### config.mk
export PLATFORM = sky130hd
export DESIGN_NAME = store_buffer
export DESIGN_NICKNAME = d
export VERILOG_FILES = /design/src/rtl/store_buffer.sv
export SDC_FILE = /design/constraint.sdc
export NUM_CORES = 1
export LEC_CHECK = 0
export ABC_AREA = 1
export CAP_MARGIN = 15
export CORE_ASPECT_RATIO = 1.75
export CORE_MARGIN = 3
export CORE_UTILIZATION = 45
export CTS_CLUSTER_SIZE = 24
export DETAILED_ROUTE_END_ITERATION = 8
export MAX_ROUTING_LAYER = met4
export PLACE_DENSITY = 0.66
export SLEW_MARGIN = 10
export SYNTH_ARGS = -nofsm -noshare
export SYNTH_HDL_FRONTEND = slang
export SYNTH_SLANG_ARGS = --single-unit
### constraint.sdc
create_clock -name clk -period 5.8 [get_ports clk]
set_input_delay 0.87 -clock clk [delete_from_list [all_inputs] [get_ports clk]]
set_output_delay 0.87 -clock clk [all_outputs]
set_load 0.02 [all_outputs]
### src/rtl/store_buffer.sv
// store_buffer: posted-write FIFO between the MEM stage and data_memory, with a load/store overlap check.
// Define STORE_FWD_EN to forward load data from the youngest fully covering pending store.
module store_buffer #(
    parameter int DATA_WIDTH = 32,
    parameter int BYTE_WIDTH = 8,
    parameter int DEPTH      = 4
) (
    input  logic                  clk,
    input  logic                  rst,
    input  logic                  we_i,
    input  logic                  re_i,
    input  logic                  byte_op_i,
    input  logic [DATA_WIDTH-1:0] addr_i,
    input  logic [DATA_WIDTH-1:0] wd_i,
    input  logic                  fence_i,
    output logic [DATA_WIDTH-1:0] rd_o,
    output logic                  stall_o,
    output logic                  empty_o,
    output logic                  mem_we_o,
    output logic                  mem_byte_op_o,
    output logic [DATA_WIDTH-1:0] mem_addr_o,
    output logic [DATA_WIDTH-1:0] mem_wd_o,
    input  logic [DATA_WIDTH-1:0] mem_rd_i
);
    localparam int PW = $clog2(DEPTH);
    localparam int CW = PW + 1;

    typedef struct packed {
        logic [DATA_WIDTH-1:0] addr;
        logic [DATA_WIDTH-1:0] data;
        logic                  byte_op;
        logic [3:0]            mask;
    } entry_t;

    entry_t            entries [DEPTH];
    entry_t            new_entry;
    entry_t            head_entry;
    logic [PW-1:0]     head;
    logic [PW-1:0]     tail;
    logic [CW-1:0]     count;
    logic [DEPTH-1:0]  match;
    logic [3:0]        lmask;
    logic              full;
    logic              load;
    logic              overlap;
    logic              port_load;
    logic              drain;
    logic              push;
    logic              fwd_hit;
    logic [DATA_WIDTH-1:0] fwd_data;

    assign full       = (count == CW'(DEPTH));
    assign load       = re_i && !we_i;
    assign lmask      = byte_op_i ? (4'b0001 << addr_i[1:0]) : 4'b1111;
    assign head_entry = entries[head];

    always_comb begin
        new_entry.byte_op = byte_op_i;
        new_entry.mask    = lmask;
        new_entry.addr    = byte_op_i ? addr_i : {addr_i[DATA_WIDTH-1:2], 2'b00};
        new_entry.data    = byte_op_i ? DATA_WIDTH'(wd_i[BYTE_WIDTH-1:0]) : wd_i;
    end

    // match[i] refers to the i-th oldest valid entry, so the highest set bit is the youngest.
    always_comb begin
        match = '0;
        for (int unsigned i = 0; i < DEPTH; i++) begin
            if (CW'(i) < count
                && entries[PW'(head + PW'(i))].addr[DATA_WIDTH-1:2] == addr_i[DATA_WIDTH-1:2]
                && (entries[PW'(head + PW'(i))].mask & lmask) != 4'b0000) begin
                match[i] = 1'b1;
            end
        end
    end

    assign overlap = |match;

`ifdef STORE_FWD_EN
    localparam int SHW = $clog2(DATA_WIDTH);
    logic [PW-1:0]         hit_idx;
    entry_t                hit_entry;
    logic [SHW-1:0]        fwd_shift;
    logic [DATA_WIDTH-1:0] fwd_shifted;

    always_comb begin
        hit_idx = head;
        for (int unsigned i = 0; i < DEPTH; i++) begin
            if (match[i]) begin
                hit_idx = PW'(head + PW'(i));
            end
        end
    end

    assign hit_entry   = entries[hit_idx];
    assign fwd_hit     = load && overlap && ((hit_entry.mask & lmask) == lmask);
    // Byte entries already hold their byte in the low lane; word entries need the lane selected.
    assign fwd_shift   = hit_entry.byte_op ? '0 : SHW'(addr_i[1:0]) * SHW'(BYTE_WIDTH);
    assign fwd_shifted = hit_entry.data >> fwd_shift;
    assign fwd_data    = byte_op_i ? (fwd_shifted & DATA_WIDTH'({BYTE_WIDTH{1'b1}}))
                                   : hit_entry.data;
`else
    assign fwd_hit  = 1'b0;
    assign fwd_data = '0;
`endif

    // A non-overlapping re_i claims the port even alongside we_i, so stores can queue behind it.
    assign port_load = re_i && !overlap;
    assign drain     = !port_load && (count != '0);
    assign push      = we_i && !full;
    assign empty_o   = (count == '0);
    assign stall_o   = (we_i && full) || (load && overlap && !fwd_hit) || (fence_i && count != '0);

    always_comb begin
        rd_o          = '0;
        mem_we_o      = 1'b0;
        mem_byte_op_o = 1'b0;
        mem_addr_o    = '0;
        mem_wd_o      = '0;
        if (port_load) begin
            mem_addr_o    = addr_i;
            mem_byte_op_o = byte_op_i;
            if (load) begin
                rd_o = mem_rd_i;
            end
        end else if (drain) begin
            mem_we_o      = 1'b1;
            mem_addr_o    = head_entry.addr;
            mem_wd_o      = head_entry.data;
            mem_byte_op_o = head_entry.byte_op;
        end
        if (fwd_hit) begin
            rd_o = fwd_data;
        end
    end

    always_ff @(posedge clk) begin
        if (rst) begin
            head  <= '0;
            tail  <= '0;
            count <= '0;
        end else begin
            if (push) begin
                entries[tail] <= new_entry;
                tail          <= tail + 1'b1;
            end
            if (drain) begin
                head <= head + 1'b1;
            end
            case ({push, drain})
                2'b10:   count <= count + 1'b1;
                2'b01:   count <= count - 1'b1;
                default: count <= count;
            endcase
        end
    end
endmodule

== Yosys cells after proc, flatten, opt, wreduce, memory -nomap -nowiden ==
Memories as Yosys holds them, arrays and structs flattened. A register that Yosys moved wholly into a read port is not among the register bits.
Index checks and enable logic that the tools add are counted.
Operators by class
  $add $sub $neg: 6
  magnitude comparators: 4
  eq/ne operators: 7
  shift operators: 1
  muxes and demuxes: 23
  bitwise operators: 4
  reduce and logical (&&, ||, !) cells: 29
Operators with widths (count)
  $mux W32: 7
  $eq A30 B30 Y1: 4
  $and A4 B4 Y4: 4
  $reduce_bool A4 Y1: 4
  $logic_and A1 B1 Y1: 15
  $mux W1: 11
  $lt A1 B3 Y1 const A: 2
  $lt A2 B3 Y1 const A: 2
  $mux W2: 3
  $pmux W3 S2: 1
  $add A2 B1 Y2 const B: 2
  $add A2 B2 Y2 const B: 2
  $logic_not A1 Y1: 4
  $mux W4: 1
  $reduce_or A4 Y1: 1
  $shl A1 B2 Y4 const A: 1
  $add A3 B1 Y3 const B: 1
  $eq A3 B3 Y1 const B: 1
  $logic_not A3 Y1: 1
  $reduce_bool A3 Y1: 1
  $sub A3 B1 Y3 const B: 1
  $eq A2 B1 Y1 const B: 1
  $eq A2 B2 Y1 const B: 1
  $logic_or A1 B1 Y1: 2
  $reduce_bool A2 Y1: 1
Storage, ports and cells
  flip-flop bits (word level): 7
  RAM bits: 276
  bits of input ports: 102
  output and inout bits: 100
  memories kept: 1
Memories
  entries: words 4, width 69, read ports 4, clocked after memory_dff 1, write ports 1, RTL line 35  | entry_t entries [DEPTH];

== Longest topological paths before layout ==
Gate-level depths: netlist (run 1).
  depth in word-level cells: 13
  gate-level depth with buffers: 28

== Least setup slack after synthesis (run 1) ==
Ideal clock, no wire load.
  path type: in2reg
  from: input we_i
  to: memory entries[0][0] (netlist name), enable pin
  data arrival time: 4136 ps
  slack: 1167 ps
  stages: 4
  path buffers: 0
  cells stage by stage: inv_1 a21oi_1 nand2_1 nor2_1
On the way
  longest elaborated chain between the ends: 4
RTL lines
  start: declaration: RTL line 10  | input logic we_i,
  $logic_and A1 B1 Y1: RTL line 109  | assign push = we_i && !full;
  $mux W1: RTL line 142  | if (push) begin
  $mux W1: RTL line 137  | if (rst) begin
  $mux W1 (implied by the code): RTL line 143  | entries[tail] <= new_entry;
  end: declaration: RTL line 35
No other way between the ends.

== Final worst setup path (run 1) ==
  from: register head[1]
  to: output mem_wd_o[12]
On the way
  longest elaborated chain between the ends: 13
RTL lines
  start: declaration: RTL line 38  | logic [PW-1:0] head;
  start signal: assignment: RTL line 147  | head <= head + 1'b1;
  $add A2 B1 Y2 / $add A2 B2 Y2 (equally long branches): RTL line 69, 70
  $mem_v2 Z4 W69 (*)
  $eq A30 B30 Y1 / $and A4 B4 Y4 (equally long branches): RTL line 69, 70
  $logic_and A1 B1 Y1 / $reduce_bool A4 Y1 (equally long branches): RTL line 69, 70
  $logic_and A1 B1 Y1: RTL line 70  | && (entries[PW'(head + PW'(i))].mask & lmask) != 4'b0000) begin
  $mux W1: RTL line 68  | if (CW'(i) < count
  $reduce_or A4 Y1 (*): RTL line 76  | assign overlap = |match;
  $logic_not A1 Y1 (*): RTL line 107  | assign port_load = re_i && !overlap;
  $logic_and A1 B1 Y1 (*): RTL line 107
  $logic_not A1 Y1: RTL line 108  | assign drain = !port_load && (count != '0);
  $logic_and A1 B1 Y1: RTL line 108
  $mux W32: RTL line 125  | end else if (drain) begin
  $mux W32 (*): RTL line 119  | if (port_load) begin
  end: declaration: RTL line 22  | output logic [DATA_WIDTH-1:0] mem_wd_o,
Mark *: on every way between the ends. The rest lies on a longest branch, timed or not.

==> flow_metrics.tcl, run 1 <==
set metrics [dict create \
    status "complete, no violations" \
    wl_met1_um 19700 \
    synth.avg_cell_area_um2 7.46 \
    clkSinkCount 285 \
    drc 0 \
    worstHoldPathType "reg2reg" \
    p_per_area_mw_per_mm2 403 \
    critPathCaptureType "output port" \
    numCtsBuffers 29 \
    fmax_mhz 183 \
    vias 16200 \
    syn_to_final_growth_pct 19.8 \
    syn_nets 2439 \
    ys.warnings.count 0 \
    maxSlewHeadroom_pct 27.0 \
    period_share_pct 94.2 \
    crit_arrival_ps 4590 \
    grt_pass1_wl_um 84100 \
    ant_nets 0 \
    rrSetupSlack_ps 1640 \
    power_leakage_uw 0.00909 \
    drive_gt1_share_pct 5.09 \
    worstReg2RegStart "head[1]" \
    seq_area_frac_synth_pct 48.8 \
    wl_um 54900 \
    io_buffer_count 201 \
    cts_tree "done" \
    start_util_pct 45.8 \
    setup_viol 0 \
    clockBufferDepth 3 \
    clk_latency_ps 560 \
    dp.cells 2925 \
    peakVddDrop_mv 0.297 \
    gp_congestion 0.947 \
    cp_max_fo 46 \
    cts_resized 0 \
    period_needed_ps 5460 \
    nets 2587 \
    whs_endpoint "tail[0]" \
    dr_wl_met2_um 28100 \
    syn_inst 2328 \
    crit_chain "inv_4, nand2_1, buf_4, nand2_2, buf_4, nand2_1, nand3_1, nand2_1, inv_1, nand2_1, nor2_1, nand2_1, nor2_1, nand3_1, nand2_1, nand2_1, nand3_4, nand2_4, buf_12, nor3_1, clkdlybuf4s50_1" \
    ys_ff_latch 285 \
    highest_layer "met4" \
    hpwl_um 36400 \
    firstDrtPassIters 5 \
    rsz0062_at_grt "no" \
    maxCapViolations 0 \
    crit_type "reg2out" \
    postCtsSetupRepairBufs 0 \
    critPathMaxStageDelay_ps 670 \
    clk_pin_slew_worst_paths_ps 60 \
    reg2reg_depth 25 \
    hold_viol_final 0 \
    routedWlPerCell_um 18.4 \
    die_w_um 154 \
    die_h_um 266 \
    route.met3.wl_um 3340 \
    drt_iter0_drc 1108 \
    min_from "tail[0]" \
    cp_common_cell "nand2_1" \
    grt_max_degree 142 \
    min_path_cells 1 \
    setup.worst_path.start_class "flip-flop" \
    row_count 94 \
    antenna_found_initial 0 \
    cts-root-buf "clkbuf_16" \
    maxSlewViolCount 0 \
    ios 202 \
    grt_use_total_pct 26.5 \
    n_antenna_cell 0 \
    worst_pin_slew_ps 1090 \
    finalSetupTns_ps 0 \
    cp_slowest_cell "clkdlybuf4s50_1" \
    required_ps 4930 \
    die_area_mm2 0.0411 \
    htree_levels 1 \
    overflow 0 \
    vias_per_cell 5.44 \
    syn_area_mm2 0.0174 \
    r2r_end "count[2]" \
    hold_buffers 0 \
    fin_cells 2977 \
    fin_skew_ps 18.4 \
    fp.coreArea_mm2 0.0379 \
    synth.distinct_cells 31 \
    grt_pass1_vias 15900 \
]
per-stage QoR:
stage / area, µm² / hold WS, ps / util (%) / power (µW) / setup slack (ps)
after floorplan: 17400 / 463 / - / 5120 / 1170
after global placement: 19800 / 482 / 52.3 / 6400 / 690
after detailed placement: 19800 / 495 / 52.3 / 6440 / 714
after CTS: 20800 / 510 / 54.9 / 8400 / 287
after global routing: 20800 / 565 / 54.9 / 8890 / 13.3
final: 20800 / 508 / 54.9 / 8370 / 336
metal layers:
metal  vias up  GRT usage, %
met5         -             -
met4         0          15.8
met3       202          3.38
met2       647          46.5
met1      7510          28.4
li1       7850             -
final cells by class:
type	instances	area, µm²
clock buffer	33	741
clock inverter	19	234
fill	3522	17100
inverter	181	687
multi-input combinational	1746	7680
sequential	285	8480
tap	480	601
timing repair buffer	233	2380
worst max-delay path by stage:
| stage | startpoint | endpoint | slack [ps] | cells after the start |
|---|---|---|---|---|
| 2_1_floorplan | we_i | entries[0][0] | 1170 | 4 |
| 5_1_grt | head[1] | mem_wd_o[12] | 10 | 21 |
| 4_1_cts | head[1] | mem_wd_o[12] | 290 | 21 |
| 6_report | head[1] | mem_wd_o[12] | 340 | 21 |
| 3_5_place_dp | addr_i[31] | mem_wd_o[12] | 710 | 17 |
| 3_3_place_gp | addr_i[31] | mem_wd_o[12] | 690 | 17 |
critical path, delay by kind of cell, from the launching register on:
family | cells | cell delay, ps
simple gates | 15 | 1880
buf+inv | 6 | 1660
flops | 1 | 450
state kept, by name, indices dropped and copies added (netlist names), named ones only:
name     count
entries    276
count        3
head         2
tail         2
cell families after synthesis:
| kind of cell | synth area share, % |
|---|---|
| buffers and inverters | 7.21 |
| AO/OA/AOI/OAI | 8.62 |
| AND/OR/NAND/NOR | 33.6 |
| flip-flops | 48.8 |
| adder cells (fa/ha/maj) | 0.649 |
| XOR/XNOR | 1.11 |
cell usage in the layout (no fill, tap or decap), drive strengths merged:
master / synthesis / layout
nand2: 1088 / 1088
edfxtp: 276 / 276
clkdlybuf4s50: 0 / 201
nand3: 187 / 187
inv: 181 / 182
nor2: 159 / 159
a21oi: 103 / 103
o21ai: 85 / 85
clkbuf: 38 / 33
nor3: 32 / 32
o22ai: 32 / 32
buf: 78 / 32
xor2: 22 / 22
o211ai: 18 / 18
ha: 9 / 9
dfxtp: 9 / 9
clkinv: 0 / 8
bufinv: 0 / 5
clkinvlp: 0 / 5
or2: 3 / 3
nand4: 3 / 3
a32o: 3 / 3
a22oi: 1 / 1
a21boi: 1 / 1
power by group:
group	switching, µW	internal, µW	leakage (µW)
sequential	76.6	2370	0.00260
clock	808	1140	0.000465
combinational	2680	1290	0.00603
synthesized netlist by cell type, drive strengths merged:
master  instances  area [µm²]
ha              9         113
nor2          159         599
o22ai          32         375
xor2           22         193
nand3         187         941
edfxtp        276        8290
nand2        1088        4100
o21ai          85         425
o211ai         18         135
nand4           3        18.8
nor3           32         160
a21oi         103         515
a32o            3        30.0
or2             3        18.8
a21boi          1        7.51
inv           181         684
clkbuf         38         143
a22oi           1        7.51
buf            78         424
dfxtp           9         180
Note: power is estimated with default switching activity, not from simulation.
==> run 2: changes to the inputs <==
- CORE_MARGIN: 3 -> default
==> run 2 against run 1 <==
Die area fell by 4.1%; non-clock buffer count grew 4; clock skew is 10 ps higher; register-to-register slack got worse by 40 ps; final cell count about the same.
==> flow_metrics.tcl, run 2 (same netlist as run 1, synthesis figures left out) <==
set metrics [dict create \
    switchingPower_uw 3560 \
    period_share_pct 96.9 \
    hold_viol_final 0 \
    whs_ps 518 \
    p_per_area_mw_per_mm2 395 \
    finalSetupTns_ps 0 \
    numCtsBuffers 27 \
    top_regs "entries (276), count (3)" \
    dp.cells 2929 \
    setup_viol 0 \
    switching_share_pct 43.5 \
    vias_per_cell 5.40 \
    largest_reg_flops 276 \
    n_antenna_cell 0 \
    fin_skew_ps 28.4 \
    io_buffer_count 201 \
    overflow 0 \
    row_count 94 \
    syn_to_final_growth_pct 19.4 \
    layout_commonest_cell "nand2_1" \
    critPathCaptureType "output port" \
    cp_max_fo 137 \
    dp_slack_ps 369 \
    fmax_mhz 178 \
    clkSinkCount 285 \
    routedWlPerCell_um 18.2 \
    start_util_pct 46.0 \
    fp.coreArea_mm2 0.0378 \
    crit_arrival_ps 4750 \
    combPwrFrac_pct 48.1 \
    firstDrtPassIters 5 \
    htree_levels 1 \
    grt_pass1_vias 15500 \
    grt_pass1_wl_um 82300 \
    period_needed_ps 5620 \
    crit_type "reg2out" \
    clk_latency_ps 580 \
    hold_buffers 0 \
    antenna_found_initial 0 \
    cts-root-buf "clkbuf_16" \
    required_ps 4930 \
    drt_iter0_drc 1040 \
    ios 202 \
    clk_pin_slew_worst_paths_ps 70 \
    fillers 3472 \
    die_w_um 150 \
    gp_congestion 0.936 \
    multiInputGateArea_mm2 0.00769 \
    die_area_mm2 0.0394 \
    grt_max_degree 138 \
    rsz0062_at_grt "no" \
    die_h_um 262 \
    top_register "entries" \
    regArea_mm2 0.00848 \
    cts_tree "done" \
    peakVddDrop_mv 0.261 \
    fin_cells 2979 \
    worst_pin_slew_ps 980 \
    p_int_uw 4620 \
    setup.worst_path.start_class "flip-flop" \
    power_frac_clock_pct 21.6 \
    final_cell_mix "1,084 x nand2_1, 276 x edfxtp_1, 201 x clkdlybuf4s50_1" \
    ant_nets 0 \
    seqPwrFrac_pct 30.3 \
    wl_um 54300 \
    drc 0 \
    vias 16100 \
    nets 2589 \
    power_leakage_uw 0.00906 \
    maxSlewHeadroom_pct 34.5 \
    grt_use_total_pct 28.4 \
    maxCapViolations 0 \
    postLayoutSetupSlackWorst_ps 179 \
    clockBufferDepth 3 \
    worstHoldPathType "reg2reg" \
    drive_gt1_share_pct 5.04 \
    maxSlewViolCount 0 \
    hpwl_um 36000 \
    status "complete, no violations" \
]
-- run 2: metrics by stage --
| step | total power (µW) | instance area (µm²) | utilization [%] |
|---|---|---|---|
| finish | 8180 | 20700 | 54.9 |
| global placement | 6350 | 19800 | 52.5 |
| detailed placement | 6400 | 19800 | 52.5 |
| floorplan | 5120 | 17400 | - |
| global route | 8680 | 20700 | 54.9 |
| CTS | 8170 | 20700 | 54.8 |
-- run 2: layout make-up --
type	count	share of cell area, %
Clock buffer	29	3.30
Inverter	181	3.35
Tap cell	480	2.90
Sequential cell	285	40.9
Clock inverter	21	0.900
Timing Repair Buffer	237	11.5
Multi-Input combinational cell	1746	37.1
-- run 2: power by group through the flow --
stage	registers, µW	logic (µW)	clock network [µW]
2_1_floorplan	2460	2670	0
3_3_place_gp	2510	3840	0
3_5_place_dp	2520	3880	0
4_1_cts	2470	3910	1790
5_1_grt	2490	4340	1850
6_report	2480	3930	1770
-- run 2: layer usage --
layer | vias to the layer above | wire length (µm) | global-route usage, %
met3 | 187 | 3200 | 3.33
met1 | 7448 | 19700 | 29.8
li1 | 7862 | - | -
met4 | 0 | 3500 | 18.9
met2 | 589 | 27900 | 49.6
met5 | - | 0 | -
-- run 2: repair_timing --
action                     CTS  global route
setup buffers                0             0
resized for setup            5             5
setup endpoints to repair   75            45
pin swaps                    0             0
-- run 2: critical path: stages, from the launching register on --
cell and delay [ps]:
dfxtp_4 620, buf_12 480, nand2_1 120, nand2_1 120, nand2_1 80, nand3_1 280
nand2_1 90, inv_1 50, nand2_1 150, nor2_1 130, nand2_1 50, nor2_1 140
nand3_1 90, nand2_1 80, nand2_1 90, nand3_4 110, buf_6 590, o22ai_2 210
clkdlybuf4s50_1 580
-- run 2: path summary, 6_finish.rpt --
path	from	end	slack, ps	cells past startpoint
worst max-delay path	head[0]	mem_addr_o[28]	180	18
worst min-delay path	tail[0]	tail[0]	520	1
worst max register to register	flip-flop	count[2]	1600	23
worst min register to register	tail[0]	tail[0]	520	1
